--- config.mk ---
export PLATFORM = sky130hd
export DESIGN_NAME = marble_launcher
export DESIGN_NICKNAME = d
export VERILOG_FILES = /design/src/rtl/marble_launcher.sv
export SDC_FILE = /design/constraint.sdc
export NUM_CORES = 1
export LEC_CHECK = 0
export ABC_AREA = 1
export CORE_MARGIN = 4
export CORE_UTILIZATION = 46
export DETAILED_ROUTE_END_ITERATION = 10
export HOLD_SLACK_MARGIN = 0.12
export PLACE_DENSITY = 0.77
export SLEW_MARGIN = 20
export SYNTH_ARGS = -nofsm -noshare
export SYNTH_HDL_FRONTEND = slang
export SYNTH_SLANG_ARGS = --single-unit
--- constraint.sdc ---
create_clock -name clk -period 3.1 [get_ports clk]
set_input_delay 0.62 -clock clk [delete_from_list [all_inputs] [get_ports clk]]
set_output_delay 0.62 -clock clk [all_outputs]
set_load 0.005 [all_outputs]
--- src/rtl/marble_launcher.sv ---
// Marble sequencer for a Turing Tumble board: releases one marble at a time,
// follows the bottom lever/interceptor events and halts with a reason code.
module marble_launcher #(
  parameter int CNT_W     = 4,
  parameter int BLUE_INIT = 8,
  parameter int RED_INIT  = 8,
  parameter int TIMEOUT   = 255,
  parameter int TO_W      = 8
) (
  input  logic             clk,
  input  logic             rst,
  input  logic             start,
  input  logic             load,
  input  logic             i_trig_left,
  input  logic             i_trig_right,
  input  logic             i_intercept,
  output logic             o_blue,
  output logic             o_red,
  output logic             busy,
  output logic [1:0]       halt_reason,
  output logic [CNT_W-1:0] blue_left,
  output logic [CNT_W-1:0] red_left,
  output logic [CNT_W-1:0] collected
);

  typedef enum logic [1:0] {
    S_IDLE,
    S_LAUNCH,
    S_FLIGHT,
    S_HALT
  } state_t;

  typedef enum logic [1:0] {
    HR_NONE      = 2'd0,
    HR_INTERCEPT = 2'd1,
    HR_EMPTY     = 2'd2,
    HR_TIMEOUT   = 2'd3
  } reason_t;

  localparam logic [CNT_W-1:0] L_BLUE_INIT = CNT_W'(BLUE_INIT);
  localparam logic [CNT_W-1:0] L_RED_INIT  = CNT_W'(RED_INIT);
  localparam logic [TO_W-1:0]  L_TIMEOUT   = TO_W'(TIMEOUT);
  localparam logic [CNT_W-1:0] L_ONE       = CNT_W'(1);
  localparam logic [TO_W-1:0]  L_WD_ONE    = TO_W'(1);

  state_t           r_state;
  state_t           w_state_nxt;
  logic             r_color;      // 0 = blue, 1 = red
  reason_t          r_reason;
  logic [CNT_W-1:0] r_blue;
  logic [CNT_W-1:0] r_red;
  logic [CNT_W-1:0] r_coll;
  logic [TO_W-1:0]  r_wd;

  logic             w_reload;
  logic             w_halt;
  reason_t          w_halt_code;
  logic             w_color_set;
  logic             w_color_val;
  logic             w_collect;
  logic             w_wd_dec;

  always_ff @(posedge clk) begin
    if (rst) r_state <= S_IDLE;
    else     r_state <= w_state_nxt;
  end

  always_comb begin
    w_state_nxt = r_state;
    w_reload    = 1'b0;
    w_halt      = 1'b0;
    w_halt_code = HR_NONE;
    w_color_set = 1'b0;
    w_color_val = 1'b0;
    w_collect   = 1'b0;
    w_wd_dec    = 1'b0;
    unique case (r_state)
      S_IDLE: begin
        if (load) begin
          w_reload = 1'b1;
        end else if (start) begin
          if (r_blue != '0) begin
            w_color_set = 1'b1;
            w_color_val = 1'b0;
            w_state_nxt = S_LAUNCH;
          end else begin
            w_halt      = 1'b1;
            w_halt_code = HR_EMPTY;
            w_state_nxt = S_HALT;
          end
        end
      end
      S_LAUNCH: begin
        w_state_nxt = S_FLIGHT;
      end
      S_FLIGHT: begin
        // Priority: intercept, then left, then right; any event beats expiry.
        if (i_intercept) begin
          w_halt      = 1'b1;
          w_halt_code = HR_INTERCEPT;
          w_state_nxt = S_HALT;
        end else if (i_trig_left || i_trig_right) begin
          w_collect = 1'b1;
          if ((i_trig_left && r_blue != '0) || (!i_trig_left && r_red != '0)) begin
            w_color_set = 1'b1;
            w_color_val = !i_trig_left;
            w_state_nxt = S_LAUNCH;
          end else begin
            w_halt      = 1'b1;
            w_halt_code = HR_EMPTY;
            w_state_nxt = S_HALT;
          end
        end else if (r_wd == '0) begin
          w_halt      = 1'b1;
          w_halt_code = HR_TIMEOUT;
          w_state_nxt = S_HALT;
        end else begin
          w_wd_dec = 1'b1;
        end
      end
      S_HALT: begin
        if (load) begin
          w_reload    = 1'b1;
          w_state_nxt = S_IDLE;
        end
      end
      default: w_state_nxt = S_IDLE;
    endcase
  end

  always_ff @(posedge clk) begin
    if (rst) begin
      r_color  <= 1'b0;
      r_reason <= HR_NONE;
      r_blue   <= L_BLUE_INIT;
      r_red    <= L_RED_INIT;
      r_coll   <= '0;
      r_wd     <= '0;
    end else begin
      if (w_reload) begin
        r_blue   <= L_BLUE_INIT;
        r_red    <= L_RED_INIT;
        r_coll   <= '0;
        r_reason <= HR_NONE;
      end
      if (w_halt) r_reason <= w_halt_code;
      if (w_color_set) r_color <= w_color_val;
      if (w_collect && r_coll != '1) r_coll <= r_coll + L_ONE;
      if (r_state == S_LAUNCH) begin
        if (r_color) r_red  <= r_red - L_ONE;
        else         r_blue <= r_blue - L_ONE;
        r_wd <= L_TIMEOUT;
      end else if (w_wd_dec) begin
        r_wd <= r_wd - L_WD_ONE;
      end
    end
  end

  assign o_blue      = (r_state == S_LAUNCH) && !r_color;
  assign o_red       = (r_state == S_LAUNCH) &&  r_color;
  assign busy        = (r_state == S_LAUNCH) || (r_state == S_FLIGHT);
  assign halt_reason = r_reason;
  assign blue_left   = r_blue;
  assign red_left    = r_red;
  assign collected   = r_coll;

endmodule

Yosys cells after proc, flatten, opt, wreduce, memory -nomap -nowiden:

Index checks and enable logic that the tools add are counted.

* register bits after elaboration: 25
* input port bits: 7

* add/subtract/negate cells: 4
* equal/unequal tests: 8
* mux-type cells: 57
* reductions and logical operators: 19

Operator list (number)
* 2-bit two-way mux: 17
* 4-bit two-way mux: 8
* 1-bit two-way mux: 26
* 8-bit two-way mux: 2
* 8-bit logical NOT: 1
* 4-bit != test, second input constant: 2
* 2-bit case mux with 4 select lines: 1
* 4-bit nonzero test: 2
* 4-bit by 1-bit subtractor with 4-bit output, second input constant: 2
* 8-bit by 1-bit subtractor with 8-bit output, second input constant: 1
* 2-bit != test, second input constant: 3
* 2-bit nonzero test: 3
* 1-bit logical AND: 5
* 4-bit by 1-bit adder with 4-bit output, second input constant: 1
* 2-bit == test, second input constant: 2
* 1-bit case mux with 2 select lines: 2
* 2-bit case mux with 2 select lines: 1
* 4-bit AND reduction: 1
* 1-bit logical OR: 3
* 2-bit by 1-bit == test with 1-bit output, second input constant: 1
* 1-bit logical NOT: 2
* 2-bit logical NOT: 1
* 2-bit OR reduction: 1

Logic depth before layout (Yosys ltp):

* word-level depth: 8
* depth in mapped cells: 10
* gate-level depth less buffers: 10

Worst setup path after synthesis:

No wires, ideal clock.

* path type: reg2out
* start: register r_state[1]
* end: output port o_blue
* arrival: 0.889 ns
* setup slack: 1.591 ns
* cell stages (with the launch flop): 5
* cell sequence: dfxtp_1 inv_1 ha_1 inv_2 nor2_4

* longest elaborated chain between the ends: 2

RTL lines
* start, declared: line 46 `state_t r_state;`
* start signal, assigned: line 65 `else r_state <= w_state_nxt;`
* 2-bit by 1-bit == test with 1-bit output: line 159 `assign o_blue = (r_state == S_LAUNCH) && !r_color;`
* 1-bit logical AND: line 159
* end, declared: line 17 `output logic o_blue,`

Every way passes these cells.

Worst setup path in the final report:

* start: register r_state[1]
* end: output port o_red

* longest elaborated chain between the ends: 2

RTL lines
* 2-bit by 1-bit == test with 1-bit output: line 160 `assign o_red = (r_state == S_LAUNCH) && r_color;`
* 1-bit logical AND: line 160
* end, declared: line 18 `output logic o_red,`

Every way passes these cells.

==> summary.md <==
| Metric | Value |
|---|---|
| Synthesized cell area | `1489 um^2` |
| Post-CTS setup buffers | `0` |
| Top_reg_cell synth | `dfxtp_1` |
| Final Routed Wirelength | `3027 um` |
| Combinational share of power | `0.543` |
| Syn Inst Count | `between 200 and 250` |
| Syn nets | `221` |
| Core area | `3078 um^2` |
| Cts hold-fix bufs | `0` |
| Clk buf depth | `2` |
| Asr flop ratio synth | `0` |
| Post-CTS Resized | `0` |
| ANT nets after route | `0` |
| Routability cong. | `0.8610` |
| Cell internal pwr | `786.3 uW` |
| First-pass GRT wire length | `5437 um` |
| VDD IR max | `0.5019 mV` |
| Pin count of the biggest net entering global routing | `19` |
| Avg WL per Cell | `11.01 um` |
| CTS tree | `yes` |
| Die area | `4211 um^2` |
| Pleak | `0.7652 nW` |
| CTS root buffer | `clkbuf_4` |
| WP data arrival | `1.98 ns` |
| Setup TNS | `0 ns` |
| Maximum Capacitance Violations | `0` |
| Setup ws final | `0.4975 ns` |
| Post-synth EDFFs | `0` |
| Ant diodes | `0` |
| Hold Vio Cnt, Final | `0` |
| Fin nets | `roughly 250` |
| Row cnt | `20` |
| Hold/Removal Path Class | `reg2reg` |
| Startpoint Class | `flip-flop` |
| DR vias | `~1400` |
| P_sw | `around 630 uW` |
| GR Util All Layers | `0.1602` |
| Worst-Margin Slew | `between 0.4 and 0.5 ns` |
| Drt first pass iters | `4` |
| Pre-CTS WS | `0.8920 ns` |
| Via-per-instance ratio | `4.942` |
| Worst-path clk slew | `0.16 ns` |
| Cts bufs inserted | `3` |
| Sw frac | `0.4467` |
| Sequential share of the synthesized area | `0.3361` |
| Final min period | `2.602 ns` |
| DIE WIDTH | `64.89 um` |
| Syn avg cell area | `7.263 um^2` |
| IO buf count | `23` |
| Crit Path Category | `reg2out` |
| Starting density of the core | `0.4837` |
| Fin crit share | `0.8395` |
| Post-route insts no fill | `275` |
| Remaining Overflow, GRT | `0` |
| Antenna violations before repair | `0` |
| Layout Skew | `0.01902 ns` |
| Initial drt markers | `73` |
| Die Height | `64.89 um` |
| Tot Pwr | `1.421 mW` |
| Power per cell area | `a little under 800 nW/um^2` |
| CP Max Fanout | `8` |
| Placed insts | `271` |
| Setup Viol. Count Final | `0` |
| Layout cells sized above 1 | `0.1429` |
| # DRC | `0` |
| Area grow syn2layout | `21.26%` |
| Yosys reg bits | `25` |
| Ys Warns | `0` |
| Post-synth cell types | `30` |
| TritonCTS Sinks | `25` |
| CP Capture Type | `output port` |
| CP required | `2.48 ns` |
| Run status | `complete, no violations` |
| HPWL Detailed | `2349 um` |
| Fmax | `between 0.3 and 0.4 GHz` |
| Clk Latency, worst-skew pair | `0.35 ns` |
| Slew headroom | `0.7078` |
| Clock power share | `0.116` |
| H-tree Lvls | `1` |
| Max Slew Vio Count | `0` |
| Sequential share of power | `0.341` |
| RSZ-0062 raised after global routing | `no` |
| Vias in the first global route | `1285` |
| Num ports | `24` |
critical path: stages, from the launching register on:
cell and delay [ns]:
dfxtp_1 0.37, inv_1 0.10, ha_1 0.34, nand2_1 0.17
inv_1 0.14, clkdlybuf4s50_1 0.51
logic make-up (layout without fill, tap and decap cells):
kind of cell             Yosys count  in the layout  share of synthesized area
flip-flops                        25             25                     0.3361
AND/OR/NAND/NOR                   85             85                     0.2874
XOR/XNOR                           6              6                    0.03529
adder cells (fa/ha/maj)            9              9                    0.07563
AO/OA/AOI/OAI                     45             45                     0.1756
buffers and inverters             35             61                    0.08992
layer usage:
layer	vias up	wire length, um	track usage
met5	-	0	0
met4	0	51	0.04749
met3	6	130	0.04159
met2	22	1281	0.2337
met1	606	1564	0.2293
li1	725	-	-
power by group through the flow:
stage	Combinational [mW]	Sequential (mW)	Clock [mW]
floorplan	0.570	0.481	0
global placement	0.769	0.491	0
detailed placement	0.769	0.492	0
CTS	0.775	0.485	0.169
global route	0.887	0.500	0.182
finish	0.771	0.485	0.165
cell usage after synthesis, types with 6 or more instances:
library cell | instances | area (um^2)
nand2_1 | 30 | 112.6
inv_1 | 26 | 97.59
dfxtp_1 | 25 | 500.5
nor2_1 | 19 | 71.32
a21oi_1 | 16 | 80.08
o21ai_0 | 15 | 75.07
ha_1 | 9 | 112.6
nand3_1 | 9 | 45.04
nand2_2 | 6 | 37.54
nand4_1 | 6 | 37.54
o21ai_1 | 6 | 30.03
stage by stage:
step / util / area [um^2] / hold slack, ns
after floorplan: - / 1489 / 0.4643
after global placement: 0.5764 / 1774 / 0.4713
after detailed placement: 0.5764 / 1774 / 0.4785
after CTS: 0.5866 / 1805 / 0.4977
after global routing: 0.5866 / 1805 / 0.5240
final: 0.5866 / 1805 / 0.4914
layout by cell type (no fill, tap or decap), drive strengths merged:
cell type,instances
ha,9
nor3,3
o21ai,21
nand4,6
or2,2
a21oi,19
a211oi,1
o31ai,1
dfxtp,25
clkinv,2
buf,1
xnor2,1
clkbuf,3
nand3,12
nor2,25
inv,32
xor2,5
nand2,37
clkdlybuf4s50,23
a31oi,2
a22oi,1
registers in the layout (all words and copies together), names as in the netlist:
name	count
r_wd	8
blue_left	4
collected	4
red_left	4
halt_reason	2
r_state	2
r_color	1
cell type report:
class	instances	area (um^2)
Clock buffer	3	22.52
Clock inverter	1	8.758
Fill cell	294	1272
Inverter	33	126.4
Multi-Input combinational cell	145	854.6
Sequential cell	25	500.5
Tap cell	44	55.05
Timing Repair Buffer	24	237.7
path summary, 6_finish.rpt:
kind | start | endpoint | slack, ns | cells past startpoint
setup reg to reg | r_state[0] | blue_left[2] | 1.38 | 8
setup / recovery | r_state[1] | o_red | 0.50 | 5
hold / removal | halt_reason[0] | halt_reason[0] | 0.49 | 2
hold reg to reg | halt_reason[0] | halt_reason[0] | 0.49 | 2
No activity file was read; power rests on OpenSTA's default activity.
